[src/rtl/uart_tx_arbiter.sv]
// Round-robin arbiter granting one of N_REQ byte sources access to a single UART transmitter.
// Latency: ack/grant one edge after the request is seen in IDLE, tx_start one edge after that.
// Backpressure: requests are sampled only in IDLE; holding i_tx_busy high stalls the arbiter in WAIT_DONE.
module uart_tx_arbiter #(
    parameter int N_REQ  = 4,
    parameter int DATA_W = 8
) (
    input  logic                      clk,
    input  logic                      rst,
    input  logic [N_REQ-1:0]          i_req,
    input  logic [N_REQ*DATA_W-1:0]   i_data,
    output logic [N_REQ-1:0]          o_ack,
    output logic [N_REQ-1:0]          o_grant,
    output logic                      o_tx_start,
    output logic [DATA_W-1:0]         o_tx_data,
    input  logic                      i_tx_busy,
    output logic                      o_busy
);

    // Pointer is kept at least 2 bits wide so small configurations share one layout.
    localparam int PW = ($clog2(N_REQ) < 2) ? 2 : $clog2(N_REQ);

    localparam logic [1:0] ST_IDLE      = 2'd0;
    localparam logic [1:0] ST_START     = 2'd1;
    localparam logic [1:0] ST_WAIT_BUSY = 2'd2;
    localparam logic [1:0] ST_WAIT_DONE = 2'd3;

    logic [1:0]        state;
    logic [PW-1:0]     ptr;

    logic              win_vld;
    logic [PW-1:0]     win_idx;
    logic [PW-1:0]     ptr_nxt;
    logic [N_REQ-1:0]  win_oh;
    logic [DATA_W-1:0] win_dat;

    // Search requests starting at the pointer, wrapping; the first set bit wins.
    always_comb begin
        win_vld = 1'b0;
        win_idx = '0;
        ptr_nxt = ptr;
        for (int i = 0; i < N_REQ; i++) begin
            for (int k = 0; k < N_REQ; k++) begin
                if (!win_vld && (k == ((int'(ptr) + i) % N_REQ)) && i_req[k]) begin
                    win_vld = 1'b1;
                    win_idx = PW'(k);
                    ptr_nxt = PW'((k + 1) % N_REQ);
                end
            end
        end
    end

    // Decode the winner into a one-hot vector and pick its byte.
    always_comb begin
        win_oh  = '0;
        win_dat = '0;
        for (int k = 0; k < N_REQ; k++) begin
            if (win_vld && (k == int'(win_idx))) begin
                win_oh[k] = 1'b1;
                win_dat   = i_data[k*DATA_W +: DATA_W];
            end
        end
    end

    // Frame sequencing: accept in IDLE, pulse start, then follow the transmitter's busy flag.
    always_ff @(posedge clk) begin
        if (rst) begin
            state      <= ST_IDLE;
            ptr        <= '0;
            o_ack      <= '0;
            o_grant    <= '0;
            o_tx_start <= 1'b0;
            o_tx_data  <= '0;
        end else begin
            o_ack      <= '0;
            o_tx_start <= 1'b0;
            case (state)
                ST_IDLE: begin
                    if (win_vld) begin
                        o_ack     <= win_oh;
                        o_grant   <= win_oh;
                        o_tx_data <= win_dat;
                        ptr       <= ptr_nxt;
                        state     <= ST_START;
                    end
                end
                ST_START: begin
                    o_tx_start <= 1'b1;
                    state      <= ST_WAIT_BUSY;
                end
                ST_WAIT_BUSY: begin
                    // Busy already high on entry counts; a short glitch is enough to advance.
                    if (i_tx_busy) begin
                        state <= ST_WAIT_DONE;
                    end
                end
                ST_WAIT_DONE: begin
                    if (!i_tx_busy) begin
                        o_grant <= '0;
                        state   <= ST_IDLE;
                    end
                end
                default: begin
                    state <= ST_IDLE;
                end
            endcase
        end
    end

    assign o_busy = (state != ST_IDLE);

endmodule

[config.mk]
export PLATFORM = sky130hd
export DESIGN_NAME = uart_tx_arbiter
export DESIGN_NICKNAME = d
export VERILOG_FILES = /design/src/rtl/uart_tx_arbiter.sv
export SDC_FILE = /design/constraint.sdc
export NUM_CORES = 1
export LEC_CHECK = 0
export ABC_AREA = 1
export ABC_CLOCK_PERIOD_IN_PS = 2350
export CAP_MARGIN = 10
export CORE_MARGIN = 8
export CORE_UTILIZATION = 44
export DETAILED_ROUTE_END_ITERATION = 8
export PLACE_DENSITY = 0.82
export SYNTH_ARGS = -nofsm -noshare
export SYNTH_HDL_FRONTEND = slang
export SYNTH_SLANG_ARGS = --single-unit
[constraint.sdc]
create_clock -name clk -period 2.35 [get_ports clk]
set_input_delay 0.235 -clock clk [delete_from_list [all_inputs] [get_ports clk]]
set_output_delay 0.235 -clock clk [all_outputs]
set_load 0.005 [all_outputs]
==> impl_metrics.toml <==
[outcome]
status = "complete, no violations"

[routing]
first_pass_iters = 4
route.detailed.drc = 0
wl_per_cell_um = 12.6
drtAntennaViolNets = 0
vias_per_cell = 5.06
first_iter_violations = 176
vias = 1787
wirelength_um = 4450

[global_route]
grt_max_degree = 19
grt_pass1_wl_um = 7630
grt_pass1_vias = 1768
overflow = 0
track_usage = 0.169
antenna_found_initial = 0

[floorplan]
fp.coreArea_sq_um = 3340
start_util = 0.458
io_pins = 57
die_area_sq_um = 5620
die_w_um = 75.0
die_height_um = 75.0
row_count = 21

[timing]
rsz0062_at_grt = "yes"
finClkSkew_ns = 0.00111
fmax_mhz = 461
holdWs_ns = 0.472
setup_viol = 0
drv_slew = 0
hold_viol = 0
finalSetupTns_ns = 0
fin_crit_ns = 2.17
slew_headroom = 0.786
min_period_over_period = 0.924
worst_pin_slew_ns = 0.320

[setup_path]
cp-end-kind = "register"
crit_required_ns = 2.55
cp_data_arrival_time_ns = 2.37
worstSetupPathType = "register to register"
cp_max_fo = 18
worstSetupStartpointType = "register"

[synthesis]
ys_ff_latch = 21
synthArstFlopShare = 0
yosysWarnings = 0
synth_ff_type = "dfxtp_1"
syn_avg_cell_area_sq_um = 6.48
netlist_instances = 236
ys_seq_area_frac = 0.275
syn_area_sq_um = 1530
yosys.cell_types.count = 29
syn-num-nets = 279
synth_edf_count = 0

[clocking]
cts_tree = "done"
insertion_delay_ns = 0.30
cts_setup_buffers = 0
clockBufferDepth = 2
cts-buffers-inserted = 3
cts_root_buf = "clkbuf_4"
clk_pin_slew_ns = 0.11
htree_levels = 1
hold_buffers = 0
cts_sinks = 21
cts_resized = 0

[finish]
final_net_count = 351
drive_gt1_frac = 0.163
area_growth_pct = 50.9
fillers = 296
stdcell_count = 353
diodes = 0

[power_and_ir_drop]
totalPowerFinal_uw = 2600
ir_worst_vdd_mv = 0.560
power.switching_uw = 1200
p_leak_uw = 0.00102
p_seq_frac = 0.210
p_sw_frac = 0.461
p_int_uw = 1400
clkPwrFrac = 0.067
p_comb_frac = 0.723
powerDensity_nw_per_um2 = 1130

[min_path]
hold_class = "register to register"

[place]
dp_hpwl_um = 3630
gp_congestion = 0.931
place_inst = 349
port_buffers = 56

[run]
cap_violations = 0
==> critical path, stage by stage (launching register included) <==
cell      delay [ns]
dfxtp_4         0.39
inv_2           0.08
nand2_1         0.08
nand3_1         0.09
nand2_1         0.07
nor2_2          0.13
nand4_1         0.11
nor2_2          0.17
nand4_1         0.12
nor2_2          0.14
nand4_4         0.12
nand2_4         0.21
nand3b_1        0.12
nand2_1         0.07
inv_1           0.03
nand2_1         0.06
a21oi_2         0.05
==> final cells by class <==
type | count | area (sq um) | share of cell area
multi-input cells | 175 | 951 | 0.412
repair buffers | 73 | 717 | 0.311
flip-flops and latches | 21 | 428 | 0.185
inverters | 34 | 128 | 0.0553
well taps | 46 | 57.6 | 0.0249
clock buffers | 4 | 26.3 | 0.0114
==> sequential cells by signal, indices dropped and copies added, names as in the netlist <==
signal and cells:
o_ack 4, o_tx_data 8, o_grant 4, ptr 2, o_tx_start 1, state 2
==> cell usage in the layout, fill, tap and decap left out <==
| master | instances |
|---|---|
| nor2_2 | 9 |
| buf_4 | 14 |
| nand4_1 | 13 |
| buf_12 | 2 |
| o21ai_2 | 4 |
| a31oi_1 | 1 |
| clkbuf_4 | 3 |
| buf_6 | 1 |
| clkdlybuf4s50_1 | 56 |
| clkbuf_1 | 1 |
| nand3_2 | 2 |
| nand2_1 | 64 |
| o211ai_1 | 3 |
| nand2_4 | 2 |
| ha_1 | 4 |
| nand3b_1 | 8 |
| o21ai_0 | 2 |
| o2111ai_1 | 1 |
| dfxtp_4 | 2 |
| nand3_1 | 21 |
| dfxtp_1 | 19 |
| inv_2 | 4 |
| inv_1 | 30 |
| nand4_4 | 1 |
| nand4_2 | 1 |
| a21oi_2 | 4 |
| nor3_1 | 2 |
| a21oi_1 | 12 |
| nor2_4 | 1 |
| nor2_1 | 15 |
| and3_1 | 1 |
| o21ai_1 | 4 |
==> logic make-up (layout without fill, tap and decap cells) <==
family                   after synthesis  count (layout)  share of synthesized area
flip-flops                            21              21                      0.275
buffers and inverters                 40             111                      0.110
AND/OR/NAND/NOR                      140             140                      0.455
AO/OA/AOI/OAI                         31              31                      0.127
adder cells (fa/ha/maj)                4               4                     0.0327
==> power groups by stage <==
stage / Sequential [uW] / Clock, uW / Combinational [uW]
floorplan: 540 / 0 / 1150
global placement: 543 / 0 / 1830
detailed placement: 547 / 0 / 1860
CTS: 540 / 179 / 1870
global route: 564 / 193 / 2110
finish: 547 / 173 / 1880
==> Yosys cell counts, types with 3 or more instances <==
cell type	number	area, sq um
nand2_1	64	240
inv_1	30	113
dfxtp_1	21	420
nand3_1	21	105
nor2_1	18	67.6
a21oi_1	13	65.1
nand4_1	13	81.3
nand3b_1	8	60.1
nor2_2	6	37.5
ha_1	4	50.1
inv_2	4	15.0
o21ai_1	4	20.0
o21ai_2	4	35.0
a21oi_2	3	26.3
buf_2	3	15.0
o211ai_1	3	22.5
==> metal layers <==
layer	track usage	vias to the layer above	share of wire	routed length (um)
li1	-	913	-	-
met1	0.214	786	0.43	1900
met2	0.254	80	0.45	1990
met3	0.0719	8	0.12	512
met4	0.0435	0	0.011	49
met5	0	-	0	0
==> final timing paths <==
path / endpoint / from / slack, ns / cells after the start
worst max-delay path: o_tx_data[6] / ptr[1] / 0.18 / 16
worst min-delay path: o_tx_data[2] / o_tx_data[2] / 0.47 / 2
worst max register to register: o_tx_data[6] / ptr[1] / 0.18 / 16
worst min register to register: o_tx_data[2] / o_tx_data[2] / 0.47 / 2
==> stage by stage <==
stage / utilization / cell area, sq um / setup slack (ns)
5_1_grt: 0.691 / 2310 / -0.00379
3_3_place_gp: 0.677 / 2260 / -0.0483
2_1_floorplan: - / 1530 / 0.347
4_1_cts: 0.685 / 2280 / 0.103
6_report: 0.691 / 2310 / 0.179
3_5_place_dp: 0.677 / 2260 / -0.0411
No activity file was read; power rests on OpenSTA's default activity.
